File: src/rtl/stream_mux_n_if.sv
// Handshake bundle for stream_mux_n: N input channels merged onto one registered output.
interface stream_mux_n_if #(
  parameter int WIDTH = 32,
  parameter int N     = 4,
  parameter int SELW  = 2
);
  logic [N*WIDTH-1:0] in_data;
  logic [N-1:0]       in_valid;
  logic [N-1:0]       in_ready;
  logic [SELW-1:0]    sel;
  logic               rr_en;
  logic [WIDTH-1:0]   out_data;
  logic               out_valid;
  logic               out_ready;
  logic [SELW-1:0]    out_src;

  modport master (
    output in_data, in_valid, sel, rr_en, out_ready,
    input  in_ready, out_data, out_valid, out_src
  );

  modport slave (
    input  in_data, in_valid, sel, rr_en, out_ready,
    output in_ready, out_data, out_valid, out_src
  );
endinterface

File: src/rtl/stream_mux_n.sv
// N-way valid/ready stream mux with one registered output stage.
// Fixed select via sel, or round-robin arbitration among valid inputs.
module stream_mux_n #(
  parameter int WIDTH = 32,
  parameter int N     = 4,
  parameter int SELW  = 2
) (
  input logic           clk,
  input logic           rst_n,
  stream_mux_n_if.slave bus
);

  logic [N-1:0][WIDTH-1:0] ch_data;
  logic [N-1:0]            rdy;
  logic [SELW-1:0]         rr_ptr, grant_idx;
  logic                    grant_vld, load, xfer;
  logic [SELW:0]           scan_idx, ptr_inc;
  logic [WIDTH-1:0]        out_data_q;
  logic [SELW-1:0]         out_src_q;
  logic                    out_valid_q;

  assign ch_data = bus.in_data;
  assign load    = !out_valid_q || bus.out_ready;

  // Scan from the farthest offset down so the nearest valid channel to rr_ptr wins.
  always_comb begin
    grant_vld = 1'b0;
    grant_idx = '0;
    scan_idx  = '0;
    if (bus.rr_en) begin
      for (int k = N-1; k >= 0; k--) begin
        scan_idx = {1'b0, rr_ptr} + (SELW+1)'(k);
        if (scan_idx >= (SELW+1)'(N)) scan_idx = scan_idx - (SELW+1)'(N);
        if (bus.in_valid[scan_idx[SELW-1:0]]) begin
          grant_vld = 1'b1;
          grant_idx = scan_idx[SELW-1:0];
        end
      end
    end else if ({1'b0, bus.sel} < (SELW+1)'(N)) begin
      grant_idx = bus.sel;
      grant_vld = bus.in_valid[bus.sel];
    end
  end

  // Fixed-mode ready ignores the channel's own valid to avoid a valid/ready loop.
  always_comb begin
    rdy = '0;
    for (int i = 0; i < N; i++)
      rdy[i] = rst_n && load &&
               (bus.rr_en ? (grant_vld && grant_idx == SELW'(i)) : (bus.sel == SELW'(i)));
  end

  assign xfer    = |(bus.in_valid & rdy);
  assign ptr_inc = {1'b0, grant_idx} + (SELW+1)'(1);

  always_ff @(posedge clk or negedge rst_n) begin
    if (!rst_n) begin
      out_valid_q <= 1'b0;
      out_data_q  <= '0;
      out_src_q   <= '0;
      rr_ptr      <= '0;
    end else if (xfer) begin
      out_valid_q <= 1'b1;
      out_data_q  <= ch_data[grant_idx];
      out_src_q   <= grant_idx;
      if (bus.rr_en)
        rr_ptr <= (ptr_inc == (SELW+1)'(N)) ? '0 : ptr_inc[SELW-1:0];
    end else if (bus.out_ready) begin
      out_valid_q <= 1'b0;
    end
  end

  assign bus.in_ready  = rdy;
  assign bus.out_data  = out_data_q;
  assign bus.out_valid = out_valid_q;
  assign bus.out_src   = out_src_q;

endmodule
File: src/flat_wrapper.sv
// flat-port wrapper written by rule: the top's interface ports become plain ports
module stream_mux_n_flat 
#(
  parameter int WIDTH = 32,
  parameter int N     = 4,
  parameter int SELW  = 2
)
  (clk, rst_n, bus_in_data, bus_in_valid, bus_sel, bus_rr_en, bus_out_ready, bus_in_ready, bus_out_data, bus_out_valid, bus_out_src);
  stream_mux_n_if #(.WIDTH(WIDTH), .N(N), .SELW(SELW)) bus_i ();
  input logic clk;
  input logic rst_n;
  input wire logic [$bits(bus_i.in_data)-1:0] bus_in_data;
  input wire logic [$bits(bus_i.in_valid)-1:0] bus_in_valid;
  input wire logic [$bits(bus_i.sel)-1:0] bus_sel;
  input wire logic [$bits(bus_i.rr_en)-1:0] bus_rr_en;
  input wire logic [$bits(bus_i.out_ready)-1:0] bus_out_ready;
  output wire logic [$bits(bus_i.in_ready)-1:0] bus_in_ready;
  output wire logic [$bits(bus_i.out_data)-1:0] bus_out_data;
  output wire logic [$bits(bus_i.out_valid)-1:0] bus_out_valid;
  output wire logic [$bits(bus_i.out_src)-1:0] bus_out_src;
  assign bus_i.in_data = bus_in_data;
  assign bus_i.in_valid = bus_in_valid;
  assign bus_i.sel = bus_sel;
  assign bus_i.rr_en = bus_rr_en;
  assign bus_i.out_ready = bus_out_ready;
  assign bus_in_ready = bus_i.in_ready;
  assign bus_out_data = bus_i.out_data;
  assign bus_out_valid = bus_i.out_valid;
  assign bus_out_src = bus_i.out_src;
  stream_mux_n #(.WIDTH(WIDTH), .N(N), .SELW(SELW)) u_core (.clk(clk), .rst_n(rst_n), .bus(bus_i));
endmodule
File: config.mk
export PLATFORM = sky130hd
export DESIGN_NAME = stream_mux_n_flat
export DESIGN_NICKNAME = d
export VERILOG_FILES = /design/src/rtl/stream_mux_n_if.sv /design/src/rtl/stream_mux_n.sv /design/src/flat_wrapper.sv
export SDC_FILE = /design/constraint.sdc
export NUM_CORES = 1
export LEC_CHECK = 0
export BUFFER_PORTS_ARGS = -buffer_cell sky130_fd_sc_hd__buf_2
export CAP_MARGIN = 25
export CORE_UTILIZATION = 40
export DETAILED_ROUTE_END_ITERATION = 7
export GPL_ROUTABILITY_DRIVEN = 0
export HOLD_SLACK_MARGIN = 0.12
export PLACE_DENSITY = 0.88
export SYNTH_ARGS = -nofsm -noshare
export SYNTH_HDL_FRONTEND = slang
export SYNTH_SLANG_ARGS = --single-unit
File: constraint.sdc
create_clock -name clk -period 5.8 [get_ports clk]
set_input_delay 1.16 -clock clk [delete_from_list [all_inputs] [get_ports clk]]
set_output_delay 1.16 -clock clk [all_outputs]
set_load 0.01 [all_outputs]
==> results of run 1 <==
[layer usage]
metal | share of wire, % | track usage, % | vias to the layer above
met4 | 1.9 | 6.970 | 0
met3 | 5.7 | 5.005 | 12
met2 | 54 | 37.96 | 128
met1 | 39 | 19.88 | 1195
met5 | 0 | 0 | -
li1 | - | - | 1227
[sequential cells by signal, indices dropped and copies added (netlist names)]
register,cells
u_core.bus.out_src,2
u_core.bus.out_valid,1
u_core.rr_ptr,2
u_core.bus.out_data,32
[cells in the final DEF, fill, tap and decap left out, types with 2 or more instances in the layout]
cell type and n:
mux2_4 8, and2_1 2, buf_4 3, mux2_2 26, mux2i_1 96, buf_2 176
dfrtp_1 37, nand2b_1 2, nor2_1 6, nand2_1 7, a21oi_1 3, nor3_1 4
clkbuf_8 5, o21ai_0 2, inv_1 4
[worst max path at each step]
stage                          startpoint                             endpoint
after floorplan           bus_in_valid[1]   u_core.bus.out_data[2]$_DFFE_PN0P_
after global placement    bus_in_valid[1]  u_core.bus.out_data[28]$_DFFE_PN0P_
after detailed placement  bus_in_valid[2]   u_core.bus.out_data[7]$_DFFE_PN0P_
after CTS                 bus_in_valid[0]                      bus_in_ready[3]
after global routing      bus_in_valid[2]  u_core.bus.out_data[21]$_DFFE_PN0P_
final                     bus_in_valid[0]                      bus_in_ready[3]
[cell families (layout without fill, tap and decap cells)]
group | after synthesis | after routing | synth area share, %
fa+ha+maj | 1 | 1 | 0.4470
flops | 37 | 37 | 33.08
buf+inv | 18 | 191 | 4.246
simple gates | 33 | 33 | 7.377
mux | 130 | 130 | 49.08
compound gates | 18 | 18 | 5.767
[cell type report]
type                       count  share of cell area (%)
clock buffer                   5                   1.781
clock inverter                 2                  0.9067
inverter                       4                  0.3886
multi-input combinational    182                   45.95
sequential                    37                   23.96
tap                           96                   3.109
timing repair buffer         180                   23.90
[critical path: stages]
cell,delay (ps)
buf_2,130
nor2b_1,160
o21ba_2,220
nor3_1,590
a21oi_4,40
inv_1,100
ha_1,170
nand2_1,50
a21oi_1,180
buf_2,160
[metrics by stage]
step           cell area (um^2)  worst slack (ps)  total power [W]  instances
2_1_floorplan              2799              1845        0.0009954        237
3_3_place_gp               3760              1612         0.001225        499
3_5_place_dp               3760              1433         0.001260        499
4_1_cts                    3864              1716         0.001477        506
5_1_grt                    3864              1510         0.001565        506
6_report                   3864              1677         0.001456        506
[report_power, final]
group	leakage [nW]	internal (W)	total [W]	switching (W)
Clock	0.0540	0.000125	0.000211	0.0000856
Combinational	1.64	0.000419	0.000782	0.000364
Sequential	0.436	0.000391	0.000463	0.0000715
Total	2.13	0.000935	0.00146	0.000521
==> results_dict.tcl, run 1 <==
set metrics [dict create \
    worstPathRequired_ps 4640 \
    rsz0062_at_grt "no" \
    syn_nets 376 \
    crit_fanout 5 \
    htreeDepth 2 \
    final_hold_viol_count 0 \
    viasPerCell 5.063 \
    regArea_um2 925.9 \
    root_buffer "clkbuf_8" \
    syn_area_per_cell_um2 11.81 \
    worstHoldPathCells 1 \
    min_period_ps 4123 \
    clk_latency_ps 280 \
    worstRegToRegCells 13 \
    skew_ps 6.898 \
    start_kind "primary input" \
    globalRouteOverflowTotal 0 \
    synthToLayoutAreaGrowth_pct 38.04 \
    grt_pass1_wl_mm 11.31 \
    yosys.area.top_type "mux2i_1" \
    totalWireLength_mm 7.058 \
    die_h_um 85.65 \
    synth_ff_type "dfrtp_1" \
    io_pins 177 \
    numPortBuffers 176 \
    irDropWorstVdd_mv 0.1740 \
    power.density_mw_per_mm2 376.7 \
    crit_type "in -> out" \
    async_reset_ff_share_pct 100.0 \
    core_area_mm2 0.006794 \
    reg2reg_from "u_core.rr_ptr[1]$_DFFE_PN0P_" \
    p_leak_nw 2.134 \
    synth.ff_latch_count 37 \
    grt_use_total_pct 19.48 \
    hold_path_startpoint "u_core.bus.out_data[11]$_DFFE_PN0P_" \
    cts_tree "done" \
    dp_hpwl_mm 5.645 \
    status "finished clean" \
    yosysMostFrequentCell "mux2i_1" \
    synthCells 237 \
    drive_gt1_share_pct 56.59 \
    grt_antenna_before_repair 0 \
    grt_pass1_vias 2631 \
    dr.pass1.iters 4 \
    clockBufferDepth 2 \
    yosysWarnings 0 \
    wl_per_cell_um 13.95 \
    nFillCells 603 \
    crit_path_end_kind "output port" \
    min_path_type "reg -> reg" \
    fin_util_pct 56.87 \
    syn_area_mm2 0.002799 \
    ant_nets 0 \
    synth_cell_types 41 \
    synth_common_cells "mux2i_1, dfrtp_1, mux2_2" \
    initial_core_util_pct 41.20 \
    multi_input_area_mm2 0.001775 \
    cts.sinks 37 \
    maxCapViolations 0 \
    cts_setup_buffers 0 \
    dieArea_mm2 0.007336 \
    cts_hold_buf 0 \
    maxSlewHeadroom_pct 32.24 \
    finalSetupTns_ps 0 \
    hold_end "u_core.bus.out_data[11]$_DFFE_PN0P_" \
    ff2ff_setup_slack_ps 2330 \
    max_freq_mhz 242.6 \
    vias 2562 \
    yosys-top-cells-area "mux2i_1, dfrtp_1, mux2_2" \
    row_count 30 \
    synth.top_cell.area_share_pct 34.33 \
    num-nets-final 549 \
    reg2reg_to "u_core.bus.out_src[0]$_DFFE_PN0P_" \
    post_cts_resized 0 \
    slew_viol_final 0 \
    first_iter_violations 37 \
    drcViolationCount 0 \
    path_clk_slew_ps 60 \
    yosysSeqAreaShare_pct 33.08 \
    grt_max_degree 65 \
    diodes 0 \
    hold_ws_ps 501.6 \
    worst_slew_pin_slew_ps 1016 \
    fin_crit_sh_pct 71.08 \
    setup_viol 0 \
    die_w_um 85.65 \
    arrival_ps 2960 \
    numCtsBuffers 5 \
    synth-edff-count 0 \
]
Power figures use the tool's default switching activity.
==> run 2: changes to the inputs <==
Settings changed: ABC_AREA set to 1, PLACE_DENSITY 0.88 to 0.9.
Clock period 5.8 ns to 3.4 ns, I/O delays scaled along.
==> results_dict.tcl, run 2 <==
set metrics [dict create \
    totalWireLength_mm 8.853 \
    diodes 0 \
    die_h_um 86.66 \
    cts_tree "done" \
    power.density_mw_per_mm2 710.5 \
    grt_pass1_wl_mm 14.26 \
    htreeDepth 2 \
    synthCells 463 \
    async_reset_ff_share_pct 100.0 \
    crit_chain "inv_2, nand2_1, nand2_1, o21ai_0, nand3_1, nand2_1, nand2_1, nand2_2, buf_4, inv_1, nor3_1, buf_2" \
    irDropWorstVdd_mv 0.3067 \
    worstHoldPathCells 2 \
    synth_top_family_by_area "simple AND/OR/NAND/NOR gates" \
    worst_slew_pin_slew_ps 578.3 \
    slew_viol_final 0 \
    root_buffer "clkbuf_8" \
    ant_nets 0 \
    clk_latency_ps 280 \
    globalRouteOverflowTotal 0 \
    layout_common_cells "buf_2, nand2_1, o21ai_0" \
    synth_ff_type "dfrtp_1" \
    io_pins 177 \
    crit_slowest_cell "dfrtp_1" \
    fin_total_pwr_w 0.002717 \
    synth-xor-area-share_pct 0 \
    vias 3604 \
    dieArea_mm2 0.007509 \
    syn_area_mm2 0.002866 \
    grt_antenna_before_repair 0 \
    cp_num_cells 12 \
    synth_cell_types 26 \
    yosysSeqAreaShare_pct 32.30 \
    status "finished clean" \
    finalSetupTns_ps 0 \
    worst-path-buf-inv 4 \
    grt_max_degree 51 \
    synth.ff_latch_count 37 \
    crit_path_end_kind "output port" \
    row_count 30 \
    crit_type "reg -> out" \
    synthToLayoutAreaGrowth_pct 33.44 \
    skew_ps 3.134 \
    synthMuxAreaShare_pct 0 \
    syn_nets 602 \
    numCtsBuffers 5 \
    min_period_ps 3120 \
    drcViolationCount 0 \
    hold_end "u_core.bus.out_data[28]$_DFFE_PN0P_" \
    p_leak_nw 2.225 \
    dp_hpwl_mm 6.722 \
    yosys.area.top_type "dfrtp_1" \
    yosysWarnings 0 \
    start_kind "flip-flop" \
    post_cts_resized 0 \
    maxCapViolations 0 \
    initial_core_util_pct 41.73 \
    synth.top_cell.area_share_pct 32.30 \
    path_clk_slew_ps 70 \
    worstRegToRegCells 19 \
    cts_hold_buf 0 \
    synth-edff-count 0 \
    num-nets-final 764 \
    hold_path_startpoint "u_core.bus.out_data[28]$_DFFE_PN0P_" \
    fin_crit_sh_pct 91.75 \
    core_area_mm2 0.006869 \
    slowest_delay_ps 600 \
    yosys-top-cells-area "dfrtp_1, nand2_1, o21ai_0" \
    layout_commonest_cell "buf_2" \
    arrival_ps 2440 \
    synth-adder-area-share_pct 0.4365 \
    max_freq_mhz 320.5 \
    first_iter_violations 168 \
    crit_fanout 35 \
    cp_common_cell "nand2_1" \
    grt_pass1_vias 3406 \
    syn_area_per_cell_um2 6.191 \
    maxSlewHeadroom_pct 61.04 \
    yosysMostFrequentCell "nand2_1" \
    rsz0062_at_grt "no" \
    ff2ff_setup_slack_ps 620 \
    clockBufferDepth 2 \
    drive_gt1_share_pct 32.48 \
    dr.pass1.iters 4 \
    worstPathRequired_ps 2720 \
    synth_common_cells "nand2_1, o21ai_0, inv_1" \
    wl_per_cell_um 12.28 \
    synth-compound-area-share_pct 25.05 \
    cts.sinks 37 \
    reg2reg_from "u_core.rr_ptr[0]$_DFFE_PN0P_" \
    cts_setup_buffers 0 \
    grt_use_total_pct 23.85 \
    final_hold_viol_count 0 \
    synthSimpleGateAreaFrac_pct 28.85 \
    viasPerCell 4.999 \
    setup_viol 0 \
    reg2reg_to "u_core.rr_ptr[0]$_DFFE_PN0P_" \
    largest_reg_flops 32 \
    cp_top_family "buffers and inverters" \
    die_w_um 86.66 \
    numPortBuffers 176 \
    min_path_type "reg -> reg" \
    nFillCells 684 \
]
## run 2: changes by cell type in the layout (fill, tap and decap cells not counted), sizes merged, moves of 3 or more
cell,delta
mux2i,-96
nand3,+13
a21oi,+31
mux2,-34
o21ai,+103
nor3,-3
nor2,+34
buf,+4
inv,+47
nand2,+135
## run 2: report_power, final
| part | internal [W] | switching [W] | total, W |
|---|---|---|---|
| sequential | 0.000651 | 0.000135 | 0.000786 |
| clock | 0.000161 | 0.000145 | 0.000306 |
| combinational | 0.000597 | 0.00103 | 0.00163 |
## run 2: cell families after synthesis
family,count (synthesis)
buffers and inverters,80
AO/OA/AOI/OAI,142
AND/OR/NAND/NOR,203
adder cells (fa/ha/maj),1
flip-flops,37
## run 2: cell type report
class | instances | area, um^2 | share of cell area, %
inverters | 51 | 191.4 | 5.005
multi-input cells | 346 | 1560 | 40.79
well taps | 96 | 120.1 | 3.140
repair buffers | 184 | 940.9 | 24.60
clock buffers | 7 | 86.33 | 2.257
flip-flops and latches | 37 | 925.9 | 24.21
## run 2: how the worst max path moves through the flow
stage / start / endpoint / slack [ps]
floorplan: bus_in_valid[2] / u_core.bus.out_data[30]$_DFFE_PN0P_ / 410
global placement: bus_in_valid[3] / bus_in_ready[1] / 550
detailed placement: bus_in_valid[2] / u_core.rr_ptr[1]$_DFFE_PN0P_ / 440
CTS: u_core.rr_ptr[0]$_DFFE_PN0P_ / bus_in_ready[2] / 300
global route: u_core.rr_ptr[0]$_DFFE_PN0P_ / bus_in_ready[2] / 7
finish: u_core.rr_ptr[0]$_DFFE_PN0P_ / bus_in_ready[2] / 280
## run 2: metal layers
metal / wire length (um) / vias to the layer above / global-route usage (%)
met5: 0 / - / 0
met4: 207 / 0 / 8.485
met1: 3764 / 1614 / 26.67
met3: 455 / 25 / 4.762
li1: - / 1811 / -
met2: 4427 / 154 / 44.66
## run 2: worst min-delay path: stages, from the launching register on
cell	delay, ps
dfrtp_1	340
nand2_1	50
nand2_1	50
## run 2: through the flow
step                      util, %  hold WS (ps)  cells  area, um^2  worst slack [ps]
after global placement      54.43         458.6    714        3739             547.6
final                       55.68         477.8    721        3825             280.4
after global routing        55.68         496.7    721        3825             6.723
after detailed placement    54.43         460.0    714        3739             435.5
after CTS                   55.68         479.7    721        3825             297.6
after floorplan                 -         384.4    463        2867             412.9
==> run 3: changes to the inputs <==
Settings changed: CORE_ASPECT_RATIO set to 0.75.
==> results_dict.tcl, run 3 (synthesis gave the netlist of run 2 again) <==
set metrics [dict create \
    worstHoldPathCells 2 \
    cts_tree "done" \
    layout_common_cells "buf_2, nand2_1, o21ai_0" \
    grt_pass1_wl_mm 13.49 \
    worstRegToRegCells 14 \
    fin_crit_sh_pct 92.05 \
    crit_type "reg -> out" \
    reg2reg_from "u_core.rr_ptr[0]$_DFFE_PN0P_" \
    maxCapViolations 0 \
    path_clk_slew_ps 70 \
    fin_util_pct 56.51 \
    crit_fanout 67 \
    max_freq_mhz 319.5 \
    cp_num_cells 12 \
    placed_area_mm2 0.003739 \
    min_path_type "reg -> reg" \
    largest_reg_flops 32 \
    viasPerCell 4.956 \
    diodes 0 \
    grt_pass1_vias 3143 \
    worstPathRequired_ps 2720 \
    clk_latency_ps 280 \
    min_period_ps 3130 \
    globalRouteOverflowTotal 0 \
    vias 3578 \
    cp_top_family "buffers and inverters" \
    cts_setup_buffers 0 \
    final_cells 722 \
    die_h_um 75.31 \
    status "finished clean" \
    numPortBuffers 176 \
    drive_gt1_share_pct 32.53 \
    wl_per_cell_um 12.06 \
    die_w_um 99.75 \
    finalSetupTns_ps 0 \
    worst_slew_pin_slew_ps 548.3 \
    rsz0062_at_grt "no" \
    cp_common_cell "nand2_1" \
    cts.sinks 37 \
    crit_path_end_kind "output port" \
    numCtsBuffers 5 \
    drcViolationCount 0 \
    initial_core_util_pct 41.76 \
    crit_slowest_cell "dfrtp_1" \
    grt_antenna_before_repair 0 \
    stdcell_area_mm2 0.003879 \
    layout_commonest_cell "buf_2" \
    skew_ps 8.313 \
    setup_viol 0 \
    start_kind "flip-flop" \
    arrival_ps 2450 \
    totalWireLength_mm 8.707 \
    dieArea_mm2 0.007512 \
    num-nets-final 762 \
    htreeDepth 2 \
    slew_viol_final 0 \
    cts_hold_buf 0 \
    p_leak_nw 2.247 \
    worst-path-buf-inv 4 \
    slowest_delay_ps 590 \
    row_count 26 \
    final_hold_viol_count 0 \
    post_cts_resized 0 \
    maxSlewHeadroom_pct 63.06 \
    clockBufferDepth 2 \
    core_area_mm2 0.006864 \
    grt_use_total_pct 22.55 \
    grt_max_degree 68 \
    reg2reg_to "u_core.bus.out_data[14]$_DFFE_PN0P_" \
    fin_total_pwr_w 0.002860 \
    crit_chain "inv_2, nand2_1, nand2_1, o21ai_0, nand3_1, nand2_1, nand2_1, nand2_2, clkbuf_8, inv_1, nor3_1, buf_2" \
    ant_nets 0 \
    ff2ff_setup_slack_ps 580 \
    dp_cells 714 \
    startpoint "u_core.rr_ptr[0]$_DFFE_PN0P_" \
    crit_end "bus_in_ready[2]" \
    synthToLayoutAreaGrowth_pct 35.31 \
    power.density_mw_per_mm2 737.4 \
    irDropWorstVdd_mv 0.3321 \
    root_buffer "clkbuf_8" \
    dp_hpwl_mm 6.532 \
    first_iter_violations 147 \
    io_pins 177 \
    dr.pass1.iters 5 \
]
## run 3: cell count changes in the layout (fill, tap and decap cells not counted)
cell and delta:
clkbuf_1 -1, bufinv_16 +2, buf_12 +1, clkinv_2 +1
buf_4 -4
## run 3: final cells by class
type / count / area [um^2]
Clock buffer: 5 / 68.82
Clock inverter: 3 / 65.06
Fill cell: 664 / 2985
Inverter: 51 / 191.4
Multi-Input combinational cell: 346 / 1560
Sequential cell: 37 / 925.9
Tap cell: 98 / 122.6
Timing Repair Buffer: 182 / 944.7
## run 3: worst min path at each step
stage / from / slack (ps) / end
after global routing: u_core.bus.out_data[11]$_DFFE_PN0P_ / 500 / u_core.bus.out_data[11]$_DFFE_PN0P_
after floorplan: rst_n / 380 / u_core.bus.out_data[0]$_DFFE_PN0P_
after detailed placement: u_core.bus.out_data[19]$_DFFE_PN0P_ / 460 / u_core.bus.out_data[19]$_DFFE_PN0P_
after global placement: u_core.bus.out_data[11]$_DFFE_PN0P_ / 460 / u_core.bus.out_data[11]$_DFFE_PN0P_
after CTS: u_core.bus.out_data[13]$_DFFE_PN0P_ / 480 / u_core.bus.out_data[13]$_DFFE_PN0P_
final: u_core.bus.out_data[28]$_DFFE_PN0P_ / 480 / u_core.bus.out_data[28]$_DFFE_PN0P_
## run 3: stage by stage
| stage | hold slack, ps | setup WS, ps |
|---|---|---|
| final | 479.1 | 270.3 |
| after global routing | 495.6 | 18.30 |
| after CTS | 481.7 | 126.9 |
| after detailed placement | 459.8 | 333.6 |
| after global placement | 460.1 | 468.5 |
| after floorplan | 384.4 | 412.9 |
## run 3: metal layers
metal  share of wire [%]  GRT usage [%]
met3                 7.3          4.404
met1                  42          26.96
met5                   0              0
met4                0.59          7.026
met2                  50          41.84
## run 3: report_power, final
group	switching (W)	internal [W]	total, W
sequential	0.000142	0.000651	0.000793
combinational	0.00102	0.000600	0.00162
clock	0.000152	0.000291	0.000444
total	0.00132	0.00154	0.00286
## run 3: tightest hold or removal path: cells and delay by family, from the launching register on
family        cells  cell delay (ps)
flops             1              340
simple gates      2              100
